File: config.mk
export PLATFORM = sky130hd
export DESIGN_NAME = cfg_sequencer
export DESIGN_NICKNAME = d
export VERILOG_FILES = /design/src/rtl/cfg_seq_pkg.sv /design/src/rtl/cfg_seq_wdog.sv /design/src/rtl/cfg_sequencer.sv
export SDC_FILE = /design/constraint.sdc
export NUM_CORES = 1
export LEC_CHECK = 0
export ABC_CLOCK_PERIOD_IN_PS = 1450
export CAP_MARGIN = 10
export CORE_UTILIZATION = 25
export CTS_CLUSTER_SIZE = 24
export DETAILED_ROUTE_END_ITERATION = 10
export PLACE_DENSITY = 0.53
export SLEW_MARGIN = 20
export SYNTH_ARGS = -nofsm -noshare
export SYNTH_HDL_FRONTEND = slang
export SYNTH_SLANG_ARGS = --single-unit
File: constraint.sdc
create_clock -name clk -period 1.45 [get_ports clk]
set_input_delay 0.3625 -clock clk [delete_from_list [all_inputs] [get_ports clk]]
set_output_delay 0.3625 -clock clk [all_outputs]
set_load 0.005 [all_outputs]
File: src/rtl/cfg_seq_pkg.sv
// Shared types and constants for the configuration sequencer.
// Latency: n/a (types, constants and pure functions only).
// Backpressure: n/a.
package cfg_seq_pkg;

    // Sequencer states; the four stage states run strictly in this order.
    typedef enum logic [2:0] {
        ST_IDLE = 3'd0,
        ST_DATA = 3'd1,
        ST_WICP = 3'd2,
        ST_TMPC = 3'd3,
        ST_POST = 3'd4
    } seq_state_e;

    // Stage indices into the start/done vectors.
    localparam int unsigned NUM_STAGES = 4;
    localparam logic [1:0]  STG_DATA   = 2'd0;
    localparam logic [1:0]  STG_WICP   = 2'd1;
    localparam logic [1:0]  STG_TMPC   = 2'd2;
    localparam logic [1:0]  STG_POST   = 2'd3;

    // Default config word widths.
    localparam int unsigned DEF_DATA_CWIDTH = 32;
    localparam int unsigned DEF_WICP_CWIDTH = 32;
    localparam int unsigned DEF_TMPC_CWIDTH = 16;
    localparam int unsigned DEF_POST_CWIDTH = 16;

    // Stage index owned by a stage state (IDLE maps to DATA but is never used).
    function automatic logic [1:0] stage_idx(input seq_state_e st);
        case (st)
            ST_WICP: return STG_WICP;
            ST_TMPC: return STG_TMPC;
            ST_POST: return STG_POST;
            default: return STG_DATA;
        endcase
    endfunction

    // Stage that follows a given stage; POST wraps back to IDLE.
    function automatic seq_state_e next_stage(input seq_state_e st);
        case (st)
            ST_DATA: return ST_WICP;
            ST_WICP: return ST_TMPC;
            ST_TMPC: return ST_POST;
            default: return ST_IDLE;
        endcase
    endfunction

endpackage

File: src/rtl/cfg_seq_wdog.sv
// Per-stage watchdog: counts cycles spent in a stage, flags when TIMEOUT is reached.
// Latency: expired is combinational from the registered count and en.
// Backpressure: none; clr has priority over en, count saturates.
module cfg_seq_wdog #(
    parameter int unsigned       TWIDTH  = 16,
    parameter logic [TWIDTH-1:0] TIMEOUT = 16'hFFFF
) (
    input  logic clk,
    input  logic rst_n,
    input  logic clr,
    input  logic en,
    output logic expired
);

    logic [TWIDTH-1:0] r_cnt;
    logic [TWIDTH:0]   w_inc;

    // One extra bit so the increment never wraps before the compare.
    assign w_inc   = {1'b0, r_cnt} + {{TWIDTH{1'b0}}, 1'b1};

    // Expiry is judged on the count the current cycle brings it to, so a
    // stage gets exactly TIMEOUT cycles before the FSM is told to abort.
    assign expired = en && (w_inc >= {1'b0, TIMEOUT});

    // Cycle counter: cleared on stage entry, advanced each cycle in a stage.
    always_ff @(posedge clk or negedge rst_n) begin
        if (!rst_n) begin
            r_cnt <= '0;
        end else if (clr) begin
            r_cnt <= '0;
        end else if (en && !w_inc[TWIDTH]) begin
            r_cnt <= w_inc[TWIDTH-1:0];
        end
    end

endmodule

File: src/rtl/cfg_sequencer.sv
// Config sequencer: latches one packet, runs DATA->WICP->TMPC->POST with start/done handshakes.
// Latency: accept -> data_start next cycle; stage done -> next start (or seq_done) next cycle.
// Backpressure: cfg_busy high for the whole sequence; cfg_valid while busy is dropped, not queued.
// Optional watchdog abort (seq_error) is built only when CFG_SEQ_TIMEOUT_EN is defined.
module cfg_sequencer
    import cfg_seq_pkg::*;
#(
    parameter int unsigned       DATA_CWIDTH = DEF_DATA_CWIDTH,
    parameter int unsigned       WICP_CWIDTH = DEF_WICP_CWIDTH,
    parameter int unsigned       TMPC_CWIDTH = DEF_TMPC_CWIDTH,
    parameter int unsigned       POST_CWIDTH = DEF_POST_CWIDTH,
    parameter int unsigned       TWIDTH      = 16,
    parameter logic [TWIDTH-1:0] TIMEOUT     = 16'hFFFF
) (
    input  logic                   clk,
    input  logic                   rst_n,

    input  logic                   cfg_valid,
    output logic                   cfg_busy,
    input  logic [DATA_CWIDTH-1:0] cfg_data_data,
    input  logic [WICP_CWIDTH-1:0] cfg_wicp_data,
    input  logic [TMPC_CWIDTH-1:0] cfg_tmpc_data,
    input  logic [POST_CWIDTH-1:0] cfg_post_data,

    output logic                   data_start,
    output logic [DATA_CWIDTH-1:0] data_cfg,
    input  logic                   data_done,

    output logic                   wicp_start,
    output logic [WICP_CWIDTH-1:0] wicp_cfg,
    input  logic                   wicp_done,

    output logic                   tmpc_start,
    output logic [TMPC_CWIDTH-1:0] tmpc_cfg,
    input  logic                   tmpc_done,

    output logic                   post_start,
    output logic [POST_CWIDTH-1:0] post_cfg,
    input  logic                   post_done,

    output logic                   seq_done,
    output logic                   seq_error
);

    // A watchdog limit below 2 would let a stage expire in its own start
    // cycle, before any done could ever be honoured.
    if (TIMEOUT < 2) begin : g_bad_timeout
        $error("cfg_sequencer: TIMEOUT must be at least 2");
    end

    seq_state_e             r_state;
    seq_state_e             w_state_nxt;
    logic                   r_busy;
    logic [NUM_STAGES-1:0]  r_start;
    logic [NUM_STAGES-1:0]  w_start_nxt;
    logic                   r_seq_done;
    logic                   w_seq_done_nxt;
    logic                   r_seq_error;
    logic                   w_seq_error_nxt;
    logic                   w_accept;
    logic [NUM_STAGES-1:0]  w_done_vec;
    logic                   w_done_hon;
    logic                   w_wd_expired;

    logic [DATA_CWIDTH-1:0] r_data_cfg;
    logic [WICP_CWIDTH-1:0] r_wicp_cfg;
    logic [TMPC_CWIDTH-1:0] r_tmpc_cfg;
    logic [POST_CWIDTH-1:0] r_post_cfg;

    assign w_done_vec = {post_done, tmpc_done, wicp_done, data_done};

    // Only the current stage's done counts, and never in its start cycle;
    // r_start doubles as the "first cycle in this stage" flag.
    assign w_done_hon = (r_state != ST_IDLE) && !(|r_start)
                        && w_done_vec[stage_idx(r_state)];

    assign w_accept   = (r_state == ST_IDLE) && cfg_valid && !r_busy;

`ifdef CFG_SEQ_TIMEOUT_EN
    logic w_wd_clr;
    logic w_wd_en;

    // Restart the count on every stage entry; count only while in a stage.
    assign w_wd_clr = |w_start_nxt;
    assign w_wd_en  = (r_state != ST_IDLE);

    cfg_seq_wdog #(
        .TWIDTH  (TWIDTH),
        .TIMEOUT (TIMEOUT)
    ) u_wdog (
        .clk     (clk),
        .rst_n   (rst_n),
        .clr     (w_wd_clr),
        .en      (w_wd_en),
        .expired (w_wd_expired)
    );
`else
    assign w_wd_expired = 1'b0;
`endif

    // Next-state and next-output decode; done beats watchdog on the same edge.
    always_comb begin
        w_state_nxt     = r_state;
        w_start_nxt     = '0;
        w_seq_done_nxt  = 1'b0;
        w_seq_error_nxt = 1'b0;
        case (r_state)
            ST_IDLE: begin
                if (w_accept) begin
                    w_state_nxt           = ST_DATA;
                    w_start_nxt[STG_DATA] = 1'b1;
                end
            end
            ST_DATA, ST_WICP, ST_TMPC, ST_POST: begin
                if (w_done_hon) begin
                    w_state_nxt = next_stage(r_state);
                    if (r_state == ST_POST) begin
                        w_seq_done_nxt = 1'b1;
                    end else begin
                        w_start_nxt[stage_idx(next_stage(r_state))] = 1'b1;
                    end
                end else if (w_wd_expired) begin
                    w_state_nxt     = ST_IDLE;
                    w_seq_error_nxt = 1'b1;
                end
            end
            default: begin
                w_state_nxt = ST_IDLE;
            end
        endcase
    end

    // State register plus registered busy and pulse outputs.
    always_ff @(posedge clk or negedge rst_n) begin
        if (!rst_n) begin
            r_state     <= ST_IDLE;
            r_busy      <= 1'b0;
            r_start     <= '0;
            r_seq_done  <= 1'b0;
            r_seq_error <= 1'b0;
        end else begin
            r_state     <= w_state_nxt;
            r_busy      <= (w_state_nxt != ST_IDLE);
            r_start     <= w_start_nxt;
            r_seq_done  <= w_seq_done_nxt;
            r_seq_error <= w_seq_error_nxt;
        end
    end

    // Config words are captured on accept and held until the next accept.
    always_ff @(posedge clk or negedge rst_n) begin
        if (!rst_n) begin
            r_data_cfg <= '0;
            r_wicp_cfg <= '0;
            r_tmpc_cfg <= '0;
            r_post_cfg <= '0;
        end else if (w_accept) begin
            r_data_cfg <= cfg_data_data;
            r_wicp_cfg <= cfg_wicp_data;
            r_tmpc_cfg <= cfg_tmpc_data;
            r_post_cfg <= cfg_post_data;
        end
    end

    assign cfg_busy   = r_busy;
    assign data_start = r_start[STG_DATA];
    assign wicp_start = r_start[STG_WICP];
    assign tmpc_start = r_start[STG_TMPC];
    assign post_start = r_start[STG_POST];
    assign data_cfg   = r_data_cfg;
    assign wicp_cfg   = r_wicp_cfg;
    assign tmpc_cfg   = r_tmpc_cfg;
    assign post_cfg   = r_post_cfg;
    assign seq_done   = r_seq_done;
    assign seq_error  = r_seq_error;

endmodule

==> results of run 1 <==
flip-flops by register name (all words and copies together), names as in the netlist:
signal	flops
data_cfg	32
tmpc_cfg	16
r_state	3
cfg_busy	1
r_start	4
post_cfg	16
seq_done	1
wicp_cfg	32
layout make-up:
class | count | area, um2 | share of cell area, %
Timing Repair Buffer | 237 | 2350 | 33.71
Inverter | 2 | 7.507 | 0.1077
Multi-Input combinational cell | 126 | 1428 | 20.48
Clock inverter | 3 | 42.54 | 0.6103
Tap cell | 216 | 270.3 | 3.877
Clock buffer | 11 | 242.7 | 3.482
Sequential cell | 105 | 2630 | 37.73
cell usage after synthesis:
library cell  number
a211oi_1           1
a21boi_1           1
a21oi_1            2
a31o_2             1
buf_2              7
buf_4              1
buf_6              4
conb_1             1
dfrtp_1          105
inv_1              2
mux2_2            67
mux2_4            29
mux2i_1            1
nand2_1            3
nand2b_1           2
nand3_2            1
nand3b_1           3
nand4b_1           1
nor2_1             3
nor2_4             1
nor2b_1            1
nor3_1             1
nor4_2             1
o211ai_1           1
o21a_1             1
o21ai_1            1
o22ai_1            2
or2_2              1
repair_timing:
| item | 4_1_cts | 5_1_grt |
|---|---|---|
| setup endpoints to repair | 199 | 101 |
| pin swaps | 0 | 2 |
| hold buffers | 1 | 0 |
| buffers inserted | 8 | 6 |
| resized for setup | 112 | 12 |
| endpoints found under the hold margin | 15 | 0 |
| gates cloned | 5 | 1 |
layout by cell type (no fill, tap or decap), types with 2 or more instances in the layout:
cell and n:
buf_16 6, nand3b_1 3, buf_4 20, mux2_4 31, buf_12 3, clkdlybuf4s50_1 100
dlygate4sd2_1 102, buf_6 4, nor2_1 3, inv_1 2, nand2b_1 2, o22ai_1 2
clkbuf_16 10, mux2_2 65, dfrtp_1 103, nand2_1 3, dfrtp_2 2
power groups by stage:
stage	logic [uW]	registers, uW	clock network, uW
after floorplan	2450	5280	0
after global placement	6350	5160	0
after detailed placement	6400	5210	0
after CTS	5940	5120	2530
after global routing	6460	5320	2630
final	5960	5130	2420
logic make-up after synthesis:
group / count (synthesis)
buf+inv: 14
mux: 97
other cells: 1
compound gates: 10
simple gates: 18
flops: 105
per-stage QoR:
stage / instances / area (um2) / setup slack, ps
6_report: 700 / 6970 / -73.67
4_1_cts: 694 / 6905 / -115.1
2_1_floorplan: 245 / 4110 / 17.36
3_3_place_gp: 666 / 6487 / -523.1
3_5_place_dp: 666 / 6487 / -494.0
5_1_grt: 700 / 6970 / -172.9
final timing paths:
check,from,end,cells after the start
max,cfg_busy,wicp_cfg[20],6
min,rst_n,wicp_cfg[20],2
max reg2reg,cfg_busy,wicp_cfg[20],6
min reg2reg,tmpc_cfg[5],tmpc_cfg[5],1
max in group asynchronous,rst_n,post_cfg[10],3
min in group clk,tmpc_cfg[5],tmpc_cfg[5],1
critical path, cell delays in order (launching register included):
cell and delay [ps]:
dfrtp_1 380, nor2b_1 120, buf_4 140, nand3_4 160, buf_12 180, buf_16 140, mux2_4 300
routing by layer:
metal  track usage [%]  vias up  share of wire [%]
met5                 0        -                  0
met4             7.250        0                2.6
met3             3.239       17                5.9
met2             21.53      112                 51
met1             15.77     1457                 40
li1                  -     1340                  -
==> summary.md, run 1 <==
| Metric | Value |
|---|---|
| Status | complete, but fails checks |
| Failing checks | setup timing |
| Achievable clock frequency | 0.6563 GHz |
| Synthesized area | 4110 um2 |
| Final setup TNS | -3610 ps |
| Vias in the first global route | 3062 |
| Net Sw Frac | 28.17% |
| DR WL/cell | 15.85 um |
| Final min period | 1524 ps |
| CP Launch Type | flip-flop |
| Initial detailed-routing violation count | 90 |
| Final Util | 43.72% |
| DIE AREA | 16960 um2 |
| I/O Buffers | 204 |
| Total power | 13510 uW |
| Critical path fanouts, max | 6 |
| Worst hold path type | input port to asynchronous set/reset pin |
| First-pass GRT wire length | 16550 um |
| Initial antenna violation count | 0 |
| Mux contribution to synthesized area | 29.19% |
| Initial core utilization | 25.78% |
| Gr ovfl total | 0 |
| Die X | 130.2 um |
| Crit share post-route | 105.1% |
| P&R area growth vs syn | 69.59% |
| Fillcell total | 1517 |
| Post-Route WL | 11100 um |
| 1st-pass router iterations | 4 |
| Largest family of logic cells by synthesized area | multiplexers |
| Diode count | 0 |
| Via/cell ratio | 4.180 |
| Final worst setup slack | -73.67 ps |
| Adder-cell area share of the yosys netlist | 0% |
| Via count | 2926 |
| Syn_nets | 348 |
| Seq/Total Area, Yosys | 63.93% |
| Unrepaired setup endpoints after global routing | true |
| Placer Congestion | 0.7687 |
| Top post-synthesis cells by area | dfrtp_1, mux2_2, mux2_4, buf_6, buf_2 |
| Mean post-synth cell area | 16.78 um2 |
| Worst-path clk slew | 70 ps |
| Yosys top cell by area | dfrtp_1 |
| Post-synth top area share | 63.93% |
| Largest net degree at the start of global routing | 52 |
| Compound-cell area share of the yosys netlist | 1.613% |
| Setup CP Type | flip-flop to flip-flop |
| CTS Sinks | 105 |
| R2R Setup Slk | -70 ps |
| Final Max Slew Viols | 0 |
| Clock insertion delay at the later pin of the skew report | 340 ps |
| CTS Buf Count | 9 |
| Core area | 15940 um2 |
| Switching pwr | 3806 uW |
| Int Power | 9704 uW |
| Clock Tree Buf Depth | 2 |
| Die height | 130.2 um |
| Combinational power share | 44.1% |
| Hold_ws | 445.8 ps |
| Post-synthesis xor/xnor area fraction | 0% |
| WP data required | 1680 ps |
| Cell Rows | 46 |
| H-tree Lvls | 3 |
| Nets@finish | 584 |
| Seq pwr share | 37.9% |
| DRC viols | 0 |
| Flops & latches, synth | 105 |
| Power per cell area | 1938 nW/um2 |
| Clock share of power | 17.9% |
| Final Setup Violations | 90 |
| CTS tree | yes |
| Max Cap Viol | 0 |
| Leak pwr | 0.003290 uW |
| Root buffer cell | clkbuf_16 |
| Simple-gate share of the synthesized area | 2.861% |
| Hold Fails Final Rpt | 0 |
| CP arrival | 1750 ps |
| Yosys cell types | 28 |
| Ys Warns | 0 |
| Num ports | 206 |
| Peak supply drop | 773.8 uV |
| Detail Route Antenna Nets | 0 |
| Clock Skews | 6.657 ps |
| DP Wirelength | 7471 um |
| Syn Inst Count | 245 |
| Share of layout cells above drive strength 1 | 31.82% |
| CP endpoint kind | flip-flop |
| Total GRT Usage | 13.12% |
Note: power is estimated with default switching activity, not from simulation.
==> run 2, diff against run 1 <==
--- a/config.mk
+++ b/config.mk
@@ -7,10 +7,11 @@
 export LEC_CHECK = 0
 export ABC_CLOCK_PERIOD_IN_PS = 1450
 export CAP_MARGIN = 10
-export CORE_UTILIZATION = 25
+export CORE_UTILIZATION = 36
 export CTS_CLUSTER_SIZE = 24
 export DETAILED_ROUTE_END_ITERATION = 10
-export PLACE_DENSITY = 0.53
+export MAX_ROUTING_LAYER = met4
+export PLACE_DENSITY = 0.73
 export SLEW_MARGIN = 20
 export SYNTH_ARGS = -nofsm -noshare
 export SYNTH_HDL_FRONTEND = slang
==> summary.md, run 2 (synthesized netlist as in run 1, its figures left out) <==
| Metric | Value |
|---|---|
| Finished layout cell area | 6733 um2 (-3.4%) |
| Root buffer cell | clkbuf_16 |
| Met3 Wirelength | 657 um (+0.77%) |
| 1st-pass router iterations | 4 (unchanged) |
| Total GRT Usage | 16.93% (+3.8 points) |
| Worst-path clk slew | 70 ps (about the same) |
| Clock Tree Buf Depth | 2 (unchanged) |
| Final min period | 1420 ps (-103.4 ps) |
| Worst R2R Start | r_state[1] |
| Setup crit start | r_state[1] |
| Post-Route WL | 10040 um (-9.6%) |
| Core area | 10980 um2 (-31%) |
| Multi-input logic area | 1410 um2 (-1.2%) |
| Final Max Slew Viols | 0 (unchanged) |
| Most frequent CP cell | buf_12 |
| Most frequent cells in the layout | dfrtp_1, dlygate4sd2_1, clkdlybuf4s50_1, mux2_2, mux2_4 |
| Critical-path top delay cell | dfrtp_2 |
| Worst hold path type | input port to asynchronous set/reset pin |
| DP Wirelength | 6938 um (-7.1%) |
| Switching pwr | 3668 uW (-3.6%) |
| Achievable clock frequency | 0.7041 GHz (+7.3%) |
| Combinational power share | 43.4% (-0.7 points) |
| Gr ovfl total | 0 (unchanged) |
| Worst path max stage delay | 440 ps (+60 ps) |
| Max Cap Viol | 0 (unchanged) |
| Clock insertion delay at the later pin of the skew report | 340 ps (about the same) |
| CP Cell Sequence | nor2_4 > nand3_4 > buf_12 > buf_12 > mux2_4 |
| CP endpoint kind | flip-flop |
| Status | completed |
| P&R area growth vs syn | 63.81% |
| DRC viols | 0 (unchanged) |
| Setup CP Type | flip-flop to flip-flop |
| Detail Route Antenna Nets | 0 (unchanged) |
| CTS Buf Count | 9 (unchanged) |
| Die height | 108.9 um (-16%) |
| Total power | 13040 uW (-3.5%) |
| Crit share post-route | 97.95% (-7.1 points) |
| H-tree Lvls | 3 (unchanged) |
| Hold_ws | 441.3 ps (-4.548 ps) |
| Fillcell total | 884 (-42%) |
| Dpl cells | 588 (-12%) |
| Critical path fanouts, max | 18 (+12) |
| Peak supply drop | 1176 uV (+52%) |
| DR top layer | met4 |
| CTS Sinks | 105 (unchanged) |
| Clock Skews | 6.107 ps (-0.5496 ps) |
| Int Power | 9371 uW (-3.4%) |
| CTS tree | yes |
| Wire length on met1 | 3981 um (-11%) |
| CP arrival | 1650 ps (-100 ps) |
| Via count | 2815 (-3.8%) |
| Unrepaired setup endpoints after global routing | true |
| Num ports | 206 (unchanged) |
| Nets@finish | 575 (-1.5%) |
| Clock share of power | 17.3% (-0.6 points) |
| Total placed instance area | 6377 um2 (-1.7%) |
| Crit path max-delay family | flip-flops |
| Initial antenna violation count | 0 (unchanged) |
| Register area | 2630 um2 (unchanged) |
| Largest net degree at the start of global routing | 55 (+5.8%) |
| Hold Fails Final Rpt | 0 (unchanged) |
| Initial detailed-routing violation count | 69 (-23%) |
| Via/cell ratio | 4.570 (+9.3%) |
| Initial core utilization | 37.42% (+12 points) |
| I/O Buffers | 204 (unchanged) |
| Bufs and invs on worst path | 2 (-1) |
| Power per cell area | 1937 nW/um2 (about the same) |
| First-pass GRT wire length | 14590 um (-12%) |
| DR WL/cell | 16.29 um (+2.8%) |
| Final Util | 61.30% (+18 points) |
| Placer Congestion | 0.7862 (+2.3%) |
| Net Sw Frac | 28.13% (-0.042 points) |
| Seq pwr share | 39.3% (+1.4 points) |
| Fin cells | 616 (-12%) |
| Die X | 108.9 um (-16%) |
| CP Launch Type | flip-flop |
| Met2 routed WL | 5256 um (-7.2%) |
| Vias in the first global route | 2995 (-2.2%) |
| DIE AREA | 11850 um2 (-30%) |
| Cell Rows | 38 (-17%) |
| WP data required | 1680 ps (about the same) |
| Leak pwr | 0.003208 uW (-2.5%) |
| Final Setup Violations | 0 (-100%) |
| Share of layout cells above drive strength 1 | 30.32% (-1.5 points) |
==> run 2: timing repair <==
action                                 in CTS  in global routing
hold buffers                                1                  0
setup endpoints to repair                 198                 57
pin swaps                                   0                  3
endpoints found under the hold margin      13                  0
gates cloned                                0                  5
setup buffers                               3                  4
resized for setup                         109                  5
==> run 2: metrics by stage <==
stage	setup TNS, ps	setup slack, ps
6_report	0	29.68
5_1_grt	-421.8	-24.61
4_1_cts	-11.75	-6.085
3_5_place_dp	-42680	-475.0
3_3_place_gp	-43770	-485.4
2_1_floorplan	0	17.36
==> run 2: layer usage <==
metal	vias up	global-route usage [%]
li1	1311	-
met1	1381	18.84
met2	111	28.39
met3	12	6.157
met4	0	5.116
met5	-	-
==> run 2: worst paths after layout <==
path,endpoint,slack [ps],cells after the start
max,wicp_cfg[13],30,5
min,data_cfg[7],440,2
max reg2reg,wicp_cfg[13],30,5
min reg2reg,wicp_cfg[7],500,1
max in group asynchronous,data_cfg[22],450,3
min in group clk,wicp_cfg[7],500,1
==> run 2: final cells by class <==
type	instances	area share, %
well taps	140	2.602
multi-input cells	126	20.94
repair buffers	228	33.21
clock inverters	2	0.2230
clock buffers	12	3.810
inverters	2	0.1115
flip-flops and latches	105	39.06
diodes	1	0.03717
==> run 2: power groups by stage <==
stage	logic, uW	clock network [uW]	registers (uW)
finish	5660	2250	5130
global route	6120	2450	5310
CTS	5470	2340	5130
detailed placement	6360	0	5210
global placement	6200	0	5160
floorplan	2450	0	5280
==> run 2: worst reg2reg max path, delay by kind of cell (launching register included) <==
family        cells  cell delay [ps]
flops             1              440
mux               1              310
buf+inv           2              330
simple gates      2              230
